File: src/rtl/dct_feed_ctrl.sv
// Forward-DCT feed scheduler: turns one TU request at a time into a per-row
// valid/transize stream and flags when each TU's last row leaves the DCT pipe.
module dct_feed_ctrl #(
  parameter int PIPE_DEPTH = 4
) (
  input  logic       clk,
  input  logic       rst,
  input  logic       i_start,
  input  logic [1:0] i_transize,
  input  logic       i_stall,
  output logic       o_ready,
  output logic       o_valid,
  output logic [1:0] o_transize,
  output logic [4:0] o_row_idx,
  output logic       o_first,
  output logic       o_last,
  output logic       o_done,
  output logic       o_busy
);

  typedef enum logic {IDLE, SEND} state_t;

  state_t                state, state_d;
  logic [4:0]            cnt, cnt_d, cnt_max;
  logic [1:0]            size_q, size_d;
  logic [5:0]            rows;
  logic                  at_last;
  logic                  valid_d, first_d, last_d;
  logic [4:0]            row_idx_d;
  logic [1:0]            transize_d;
  logic [PIPE_DEPTH-1:0] done_sr;

  assign rows    = 6'd4 << size_q;
  assign cnt_max = 5'(rows - 6'd1);
  assign at_last = (cnt == cnt_max);

  // A new TU may be taken while the final row of the current one goes out.
  assign o_ready = (state == IDLE) || ((state == SEND) && at_last && !i_stall);
  assign o_done  = done_sr[PIPE_DEPTH-1];
  assign o_busy  = (state == SEND) || o_valid || (|done_sr);

  always_comb begin
    state_d    = state;
    cnt_d      = cnt;
    size_d     = size_q;
    valid_d    = 1'b0;
    first_d    = 1'b0;
    last_d     = 1'b0;
    row_idx_d  = o_row_idx;
    transize_d = o_transize;
    case (state)
      IDLE: begin
        if (i_start) begin
          size_d  = i_transize;
          cnt_d   = 5'd0;
          state_d = SEND;
        end
      end
      SEND: begin
        if (!i_stall) begin
          valid_d    = 1'b1;
          row_idx_d  = cnt;
          first_d    = (cnt == 5'd0);
          last_d     = at_last;
          transize_d = size_q;
          if (!at_last) begin
            cnt_d = cnt + 5'd1;
          end else if (i_start) begin
            size_d = i_transize;
            cnt_d  = 5'd0;
          end else begin
            state_d = IDLE;
          end
        end
      end
      default: state_d = IDLE;
    endcase
  end

  always_ff @(posedge clk or negedge rst) begin
    if (!rst) begin
      state      <= IDLE;
      cnt        <= 5'd0;
      size_q     <= 2'd0;
      o_valid    <= 1'b0;
      o_first    <= 1'b0;
      o_last     <= 1'b0;
      o_row_idx  <= 5'd0;
      o_transize <= 2'd0;
      done_sr    <= '0;
    end else begin
      state      <= state_d;
      cnt        <= cnt_d;
      size_q     <= size_d;
      o_valid    <= valid_d;
      o_first    <= first_d;
      o_last     <= last_d;
      o_row_idx  <= row_idx_d;
      o_transize <= transize_d;
      // Each issued last row rides this line until it exits the DCT pipe.
      done_sr    <= (done_sr << 1) | PIPE_DEPTH'(o_valid & o_last);
    end
  end

endmodule

File: config.mk
export PLATFORM = sky130hd
export DESIGN_NAME = dct_feed_ctrl
export DESIGN_NICKNAME = d
export VERILOG_FILES = /design/src/rtl/dct_feed_ctrl.sv
export SDC_FILE = /design/constraint.sdc
export NUM_CORES = 1
export LEC_CHECK = 0
export ABC_AREA = 1
export CAP_MARGIN = 30
export CORE_UTILIZATION = 35
export CTS_CLUSTER_SIZE = 25
export DETAILED_ROUTE_END_ITERATION = 12
export PLACE_DENSITY = 0.7
export SLEW_MARGIN = 0
export SYNTH_ARGS = -nofsm -noshare
export SYNTH_HDL_FRONTEND = slang
export SYNTH_SLANG_ARGS = --single-unit
File: constraint.sdc
create_clock -name clk -period 1.4 [get_ports clk]
set_input_delay 0.35 -clock clk [delete_from_list [all_inputs] [get_ports clk]]
set_output_delay 0.35 -clock clk [all_outputs]
set_load 0.02 [all_outputs]
==> results.txt <==
- The flow ran to the end, but the final reports show violations.
- Violated checks: setup timing
- Hold Vio Cnt, Final: 0
- The clock passes through at most 2 buffers.
- Setup slack of the worst register-to-register path: 30 ps
* Area of the core: 2780 sq um
* Synth top cells by count: 38 x sky130_fd_sc_hd__nand2_1, 22 x sky130_fd_sc_hd__dfrtp_1, 9 x sky130_fd_sc_hd__inv_1
- The final layout contains 173 nets.
* Vert. Die Dim: 56.6 um
- Total setup violations reported at the end of the flow: 2
* Fraction of registers with async set/reset: 100%
- Area growth from synthesis to final layout: 43.9%
- Pwr Total: 0.00281 W
* Least-Margin Pin Slew: 271 ps
* Number of inserted diodes: 0
* Sequential share of power: 35.3%
- Slowest cell on the critical path: sky130_fd_sc_hd__dfrtp_1
* DP HPWL: 1.70 mm
- Total of warnings raised by yosys: 0
- Dominant register cell in the synthesized netlist: sky130_fd_sc_hd__dfrtp_1
* Worst-path maximum fanout: 3
* Worst-Skew Late Latency: 300 ps
- VDD IR-drop max: 0.00112 V
* Clock Skews: 2.51 ps
- In the final layout, the share of cells above drive strength 1 is 36.6%.
- OpenSTA, run right after detailed placement, puts the worst setup slack at -556 ps.
- Average routed wire per standard cell: 11.4 um
* Static leakage: 0.788 nW
* Per-instance average area after synthesis: 9.00 sq um
* Die ar.: 3200 sq um
* Setup Total Neg Slack: -530 ps
- The floorplan has 19 rows.
- Synthesis inferred 22 register bits.
* HP Class: primary input to asynchronous set/reset pin
- Pins Over Slew Limit: 0
* Post-route DRC: 0
* Overall track demand over capacity in global routing: 15.1%
- Antenna violations before repair: 0
- The internal portion of the total power is 0.00170 W.
* Clock H-tree levels: 1
- The clock network accounts for 12.2% of the total power.
* Via density: 4.72
- Switching power: 0.00111 W
- Setup repair after global routing could not meet its margin everywhere.
- The tree built by TritonCTS fans out to 22 sinks.
- Wire length of the first global-routing pass: 3.71 mm
- During I/O placement, the number of pins put on the boundary was 19.
* Post-synthesis sequential area ratio: 52.8%
- Number of violations of the max-capacitance limit: 0
- Clock-pin slew was measured on the worst setup and hold paths at 110 ps.
- Timing would allow up to 563 MHz.
* Total grt overflow: 0
- Critical path required time: 1050 ps
- Yosys mapped the design onto 23 distinct sky130hd cell types.
* Critical path endpoint category: primary output
- Of all cell types, the one taking the most synthesized area is sky130_fd_sc_hd__dfrtp_1.
* Cell area after technology mapping: 1040 sq um
* Worst path arrival time: 1420 ps
* Via count: 920
- Counting flops with a built-in enable in the synthesized netlist gives 0.
* Critical Path Source Type: flip-flop
- R2r startpoint: cnt[2]
- The first detailed-routing pass took 4 iterations.
- Once routing completed, OpenROAD measured the worst setup slack at -375 ps.
- TritonCTS created 3 clock buffers.
* Capturing instance or port of the critical path: o_ready
* Count of filler cells inserted in the layout: 255
- The congestion estimate from routability-driven global placement came to 0.794.
- Most repeated cell in the gate-level netlist after synthesis: sky130_fd_sc_hd__nand2_1
* Number of global-route vias before repair: 872
- In this run the critical register-to-register path is captured at cnt[4].
- The worst pin sits at a relative slew slack of 81.7%.
- For the worst flop-to-flop path, the logic depth is 10.
- Syn Nets: 124
- In this run the remaining antenna-violating nets after routing total 0.
- Share of the synthesized area in the top cell type: 52.8%
- TritonCTS clock tree: built
- Combinational logic is responsible for 52.5% of the overall power.
- The tree is rooted in a sky130_fd_sc_hd__clkbuf_4.
- Initial core utilization: 37.5%
* Minimum period implied by the final worst setup slack: 1770 ps
* Largest net degree at the start of global routing: 23
* Die X: 56.6 um
- Net switching is 39.6% of the power.
* Ranking of synthesized cells by area: sky130_fd_sc_hd__dfrtp_1 53%, sky130_fd_sc_hd__nand2_1 14%, sky130_fd_sc_hd__nand3_1 3.4%
- Crit path launch: cnt[2]
* Final cell utilization of the core: 54.0%
- Mapped Cells: 116
- Count of buffers inserted at the top-level ports: 18
- Class of the most critical setup path: flip-flop to primary output
- The number of hold buffers added after CTS was 0.
- The largest single stage delay on the critical path is 430 ps.
- Initial DRC count: 26
* Ordered cell list for the critical path: inv_2 -> nand2_2 -> nand2_2 -> nor2_4 -> nand3_4 -> nand2_4 -> nand2_4 -> inv_4 -> buf_6
* Final wirelength: 2.23 mm
- Power density normalized to cell area: 1870 nW/um^2
* Final worst-path cycle share: 127%
[repair_timing]
action | 4_1_cts | 5_1_grt
gates resized for setup | 25 | 19
setup buffers | 1 | 3
hold endpoints to repair | 0 | 0
endpoints found under the setup margin | 15 | 19
pin swaps | 1 | 1
[area by class of cell]
class	instances	area (sq um)	share of cell area, %
tap	31	38.8	2.58
multi-input combinational	78	449	29.9
clock buffer	4	36.3	2.42
sequential	22	552	36.7
inverter	13	51.3	3.42
timing repair buffer	47	374	24.9
[cell usage in the layout (no fill, tap or decap), drive strengths merged, types with 4 or more instances in the layout]
cell type / n
nand3: 10
clkdlybuf4s50: 5
o21ai: 6
clkbuf: 8
nand2: 40
nand4: 4
inv: 13
dfrtp: 22
nor2: 10
clkdlybuf4s15: 7
buf: 31
[flip-flops by register name (all words and copies together), names as in the netlist]
name and flops:
cnt 5, done_sr 4, o_first 1, o_last 1, o_row_idx 5, o_transize 2, o_valid 1, size_q 2
state 1
[how the worst min path moves through the flow]
stage	from	endpoint	slack, ps	cells past startpoint
after floorplan	rst	cnt[0]	50	0
after global placement	done_sr[0]	done_sr[1]	360	0
after detailed placement	done_sr[0]	done_sr[1]	370	0
after CTS	rst	o_row_idx[2]	370	2
after global routing	rst	o_row_idx[1]	370	2
final	rst	cnt[2]	370	2
[cells by family after synthesis]
group | Yosys count | synth area share, %
AO/OA/AOI/OAI | 9 | 5.27
flip-flops | 22 | 52.8
AND/OR/NAND/NOR | 65 | 30.3
buffers and inverters | 16 | 7.55
XOR/XNOR | 2 | 1.68
adder cells (fa/ha/maj) | 2 | 2.40
[power groups by stage]
stage	sequential [W]	clock [W]	combinational [W]
2_1_floorplan	0.00111	0	0.000628
3_3_place_gp	0.000981	0	0.00142
3_5_place_dp	0.000996	0	0.00144
4_1_cts	0.000987	0.000354	0.00142
5_1_grt	0.00102	0.000387	0.00161
6_report	0.000992	0.000345	0.00148
[stage by stage]
step           cell area [sq um]  hold WS, ps  instances
3_3_place_gp                1440          361        188
2_1_floorplan               1060         54.4        116
3_5_place_dp                1440          367        188
5_1_grt                     1500          368        195
6_report                    1500          369        195
4_1_cts                     1480          373        193
[metal layers]
layer  global-route usage, %  up-vias  share of wire [%]
met3                    2.07        4                2.7
met4                    7.32        0                1.4
met2                    25.0       17                 50
li1                        -      464                  -
met1                    19.3      435                 46
met5                       0        -                  0
[critical path: cells and delay by family, from the launching register on]
family	cells	cell delay, ps
and+or+nand+nor	6	480
buffers and inverters	3	220
DFF	1	430
No activity file was read; power rests on OpenSTA's default activity.
